--- src/rtl/mmio_gpio_bank.sv ---
// rtl/mmio_gpio_bank.sv - memory-mapped GPIO bank with edge flags and optional edge interrupt
//
// Purpose: CHANNELS independent WIDTH-bit GPIO channels behind a 4-word-per-channel
// register window starting at BASE_ADDR. Per channel: 0 DATA_IN (RO, synchronized io_in),
// 1 DATA_OUT (RW, drives io_out), 2 EDGE_FLAGS (RO, write-1-to-clear, set on rising edge),
// 3 EDGE_MASK (RW, interrupt enables).
// Build option: define GPIO_IRQ_EN to enable EDGE_MASK and irq; otherwise EDGE_MASK reads 0,
// ignores writes and irq is tied to 0.
// Ports:
//   clk     - system clock, rising edge
//   reset   - synchronous active-low reset
//   addr    - word address
//   din     - write data (only din[WIDTH-1:0] used)
//   we      - write enable
//   dout    - registered read data, one cycle after addr
//   hit     - registered, high when dout came from this block
//   io_in   - asynchronous inputs, channel c at [c*WIDTH +: WIDTH]
//   io_out  - registered outputs, same packing
//   irq     - registered level interrupt
module mmio_gpio_bank #(
  parameter int          CHANNELS  = 2,
  parameter int          WIDTH     = 4,
  parameter logic [15:0] BASE_ADDR = 16'hFFF0
) (
  input  logic                      clk,
  input  logic                      reset,
  input  logic [15:0]               addr,
  input  logic [15:0]               din,
  input  logic                      we,
  output logic [15:0]               dout,
  output logic                      hit,
  input  logic [CHANNELS*WIDTH-1:0] io_in,
  output logic [CHANNELS*WIDTH-1:0] io_out,
  output logic                      irq
);

  localparam int N = CHANNELS * WIDTH;

  logic [N-1:0]  sync1, sync2, prev, data_out, flags;
  logic [N-1:0]  rise, data_out_nxt, flag_clr;
  logic [15:0]   win_off, rd_data;
  logic          in_win;
  logic [1:0]    ch_sel, reg_sel;
  logic          unused_din;

`ifdef GPIO_IRQ_EN
  logic [N-1:0]  mask, mask_nxt;
`endif

  // Offset is computed with wraparound; the >= check rejects addresses below the window.
  assign win_off    = addr - BASE_ADDR;
  assign in_win     = (addr >= BASE_ADDR) && (win_off < 16'(4 * CHANNELS));
  assign ch_sel     = win_off[3:2];
  assign reg_sel    = addr[1:0];
  assign rise       = sync2 & ~prev;
  assign io_out     = data_out;
  assign unused_din = ^din;

  always_comb begin
    data_out_nxt = data_out;
    flag_clr     = '0;
    rd_data      = '0;
`ifdef GPIO_IRQ_EN
    mask_nxt     = mask;
`endif
    for (int c = 0; c < CHANNELS; c++) begin
      if (in_win && ch_sel == 2'(c)) begin
        // Read path always sees pre-write contents, so a same-cycle write returns the old value.
        case (reg_sel)
          2'd0: rd_data[WIDTH-1:0] = sync2[c*WIDTH +: WIDTH];
          2'd1: rd_data[WIDTH-1:0] = data_out[c*WIDTH +: WIDTH];
          2'd2: rd_data[WIDTH-1:0] = flags[c*WIDTH +: WIDTH];
`ifdef GPIO_IRQ_EN
          2'd3: rd_data[WIDTH-1:0] = mask[c*WIDTH +: WIDTH];
`endif
          default: ;
        endcase
        if (we) begin
          case (reg_sel)
            2'd1: data_out_nxt[c*WIDTH +: WIDTH] = din[WIDTH-1:0];
            2'd2: flag_clr[c*WIDTH +: WIDTH]     = din[WIDTH-1:0];
`ifdef GPIO_IRQ_EN
            2'd3: mask_nxt[c*WIDTH +: WIDTH]     = din[WIDTH-1:0];
`endif
            default: ;
          endcase
        end
      end
    end
  end

  always_ff @(posedge clk) begin
    if (!reset) begin
      sync1    <= '0;
      sync2    <= '0;
      prev     <= '0;
      data_out <= '0;
      flags    <= '0;
      dout     <= '0;
      hit      <= 1'b0;
    end else begin
      sync1    <= io_in;
      sync2    <= sync1;
      prev     <= sync2;
      data_out <= data_out_nxt;
      // Set after clear: a new edge wins over a simultaneous write-1-to-clear.
      flags    <= (flags & ~flag_clr) | rise;
      dout     <= rd_data;
      hit      <= in_win;
    end
  end

`ifdef GPIO_IRQ_EN
  always_ff @(posedge clk) begin
    if (!reset) begin
      mask <= '0;
      irq  <= 1'b0;
    end else begin
      mask <= mask_nxt;
      irq  <= |(flags & mask);
    end
  end
`else
  assign irq = 1'b0;
`endif

endmodule

--- config.mk ---
export PLATFORM = sky130hd
export DESIGN_NAME = mmio_gpio_bank
export DESIGN_NICKNAME = d
export VERILOG_FILES = /design/src/rtl/mmio_gpio_bank.sv
export SDC_FILE = /design/constraint.sdc
export NUM_CORES = 1
export LEC_CHECK = 0
export BUFFER_PORTS_ARGS = -buffer_cell sky130_fd_sc_hd__clkbuf_2
export CAP_MARGIN = 30
export CORE_MARGIN = 4
export CORE_UTILIZATION = 45
export CTS_BUF_LIST = sky130_fd_sc_hd__clkbuf_4
export DETAILED_ROUTE_END_ITERATION = 8
export GPL_ROUTABILITY_DRIVEN = 0
export PLACE_DENSITY = 0.77
export RECOVER_POWER = 25
export REMOVE_ABC_BUFFERS = 1
export SETUP_SLACK_MARGIN = 0.1
export SLEW_MARGIN = 40
export SYNTH_ARGS = -nofsm -noshare
export SYNTH_HDL_FRONTEND = slang
export SYNTH_SLANG_ARGS = --single-unit
--- constraint.sdc ---
create_clock -name clk -period 1.2 [get_ports clk]
set_input_delay 0 -clock clk [delete_from_list [all_inputs] [get_ports clk]]
set_output_delay 0 -clock clk [all_outputs]
set_load 0.01 [all_outputs]
==> impl_metrics.toml <==
[outcome]
outcome = "finished clean"

[die]
fp.dieW_um = 71.10
core_area_mm2 = 0.003744
die_area_mm2 = 0.005055
ios = 69
die_y_um = 71.10
initial_utilization_pct = 47.86
rows = 22

[pwr]
power.internal_uw = 1968
comb_power_share_pct = 9.8
netSwitchingFraction_pct = 22.87
power_density_mw_per_mm2 = 1144
p_sw_uw = 583.8
irDropWorstVdd_uv = 641.6
power_uw = 2552
seqPwrFrac_pct = 61.0
power_frac_clock_pct = 29.1
power.leakage_uw = 0.001010

[synth]
synth.avg_cell_area_um2 = 9.954
netlist-cell-type-count = 23
ys_ff_latch = 45
synth.yosys.seq_area_share_pct = 50.28
syn_area_mm2 = 0.001792
yosysWarnings = 0
synthCells = 180

[cts]
cts.sinks = 45
root_buffer = "clkbuf_4"
post-cts-setup-buffers = 0
path_clk_slew_ps = 120
cts-htree-levels = 2
cts_tree = "done"
clk_path_buf_depth = 2
cts_buffers = 5
clkLatencyLatePin_ps = 350

[setup_path]
crit_cells = 5
slowest_delay_ps = 400
crit_path_start_kind = "input pin"
worst_r2r_path_depth = 4
crit_type = "in -> reg"
path_buf_inv = 1
worstPathMaxFanout = 5
required_ps = 1480
r2r_slack_ps = 240
cp_slowest_cell = "and4b_1"
critPathTopFamily = "simple AND/OR/NAND/NOR gates"
cp-end-kind = "flop"
r2r_start = "io_out[0]"
crit_arrival_ps = 1250
worstPathCellList = "clkbuf_2, nand4b_4, nor4_4, and4b_1, mux2i_1"
worstReg2RegEnd = "dout[0]"

[hold_path]
min_path_cells = 2
min_to = "dout[3]"
hp-start = "addr[2]"
hp-class = "in -> reg"

[timing]
min_period_over_period_pct = 80.79
fin_ws_ps = 230.6
hold_slack_ps = 35.42
finalSetupViolations = 0
finClkSkew_ps = 7.075
rsz0062_at_grt = "false"
finalCriticalPeriod_ps = 969.4
setup_tns_ps = 0
drv_slew = 0
hold_violations = 0
fmax_mhz = 1032

[global_routing]
grt_overflow = 0
grt_max_degree = 45
grt_pass1_wl_mm = 6.099
grt_usage_pct = 15.61
antenna_found_initial = 0
grt_pass1_vias = 1307

[routing]
drtAntennaViolNets = 0
wl_mm = 3.626
first_pass_iters = 4
drt_iter0_drc = 48
vias_per_cell = 4.796
wire_per_inst_um = 12.55
drc = 0
num_vias = 1386

[place]
io_buffers = 43
pre_cts_ws_ps = -129.6
dpl.cell_count = 268
hpwl_mm = 2.633

[cells_and_area]
syn_to_final_growth_pct = 24.51
multiInputGateArea_um2 = 762.0
final_cell_mix = "45 x dfxtp_1, 43 x clkbuf_2, 23 x and2_1, 16 x nand2_1, 16 x mux2i_1"
antenna_cells = 0
final-instance-count-excl-fill = 289
final_nets = 283
nFillCells = 356
final_common_cell = "dfxtp_1"
seqCellArea_um2 = 900.9
drive_gt1_share_pct = 25.73

[run]
drv_cap = 0
state kept, by name (all words and copies together), names as in the netlist:
name / count
dout: 4
flags: 8
hit: 1
io_out: 8
prev: 8
sync1: 8
sync2: 8
power groups by stage:
| stage | Combinational [uW] | Sequential [uW] | Clock (uW) |
|---|---|---|---|
| global placement | 216 | 1590 | 0 |
| global route | 280 | 1560 | 825 |
| finish | 251 | 1560 | 744 |
| CTS | 251 | 1560 | 769 |
| floorplan | 94.8 | 1590 | 0 |
| detailed placement | 220 | 1590 | 0 |
logic make-up (layout without fill, tap and decap cells):
logic type | after synthesis | in the layout | share of synthesized area [%]
flops | 45 | 45 | 50.28
other cells | 1 | 13 | 0.2093
simple gates | 67 | 67 | 21.93
compound gates | 20 | 20 | 8.939
buf+inv | 31 | 80 | 9.706
mux | 16 | 16 | 8.938
cell usage after synthesis:
master | n | area, um^2
buf_2 | 1 | 5.000
a211oi_1 | 8 | 60.06
and4b_1 | 1 | 10.01
nor4_1 | 1 | 6.260
nor4_4 | 1 | 21.27
dfxtp_1 | 45 | 900.9
nand4_1 | 2 | 12.51
conb_1 | 1 | 3.750
mux2i_1 | 16 | 160.2
a21oi_1 | 4 | 20.02
nand4b_4 | 1 | 23.77
buf_4 | 13 | 97.59
inv_1 | 8 | 30.03
a32o_1 | 8 | 80.08
nand3_1 | 8 | 40.04
nor2_1 | 8 | 30.03
nand2_1 | 16 | 60.06
clkbuf_1 | 8 | 30.03
and2_1 | 25 | 156.4
nor3b_1 | 1 | 7.510
nand4_2 | 1 | 12.51
nor2b_1 | 2 | 12.51
buf_6 | 1 | 11.26
metal layers:
layer	global-route usage (%)	up-vias	part of all wire, %
li1	-	712	-
met1	19.95	621	45
met2	23.79	42	45
met3	4.403	11	6.8
met4	8.351	0	3.3
met5	0	-	0
how the worst max path moves through the flow:
stage                          from  slack, ps         to
after floorplan             addr[3]        -20  io_out[4]
after global placement      addr[3]        -60  io_out[4]
after detailed placement    addr[3]       -130  io_out[6]
after CTS                 io_out[4]        220    dout[0]
after global routing        addr[3]        150  io_out[6]
final                       addr[3]        230  io_out[6]
cell type report:
class                           instances  share of cell area (%)
Inverter                                8                   1.346
Sequential cell                        45                   40.38
Timing Repair Buffer                   64                   18.73
Tap cell                               48                   2.692
Multi-Input combinational cell        116                   34.16
Clock buffer                            8                   2.692
stage by stage:
step / area (um^2) / util, %
floorplan: 1693 / -
global placement: 2041 / 54.51
finish: 2231 / 59.59
detailed placement: 2041 / 54.51
CTS: 2231 / 59.59
global route: 2231 / 59.59
what timing repair did:
action | CTS | global route
hold endpoints to repair | 23 | 0
hold buffers | 13 | 0
gates resized for setup | 0 | 0
(Power assumes the default switching activity.)
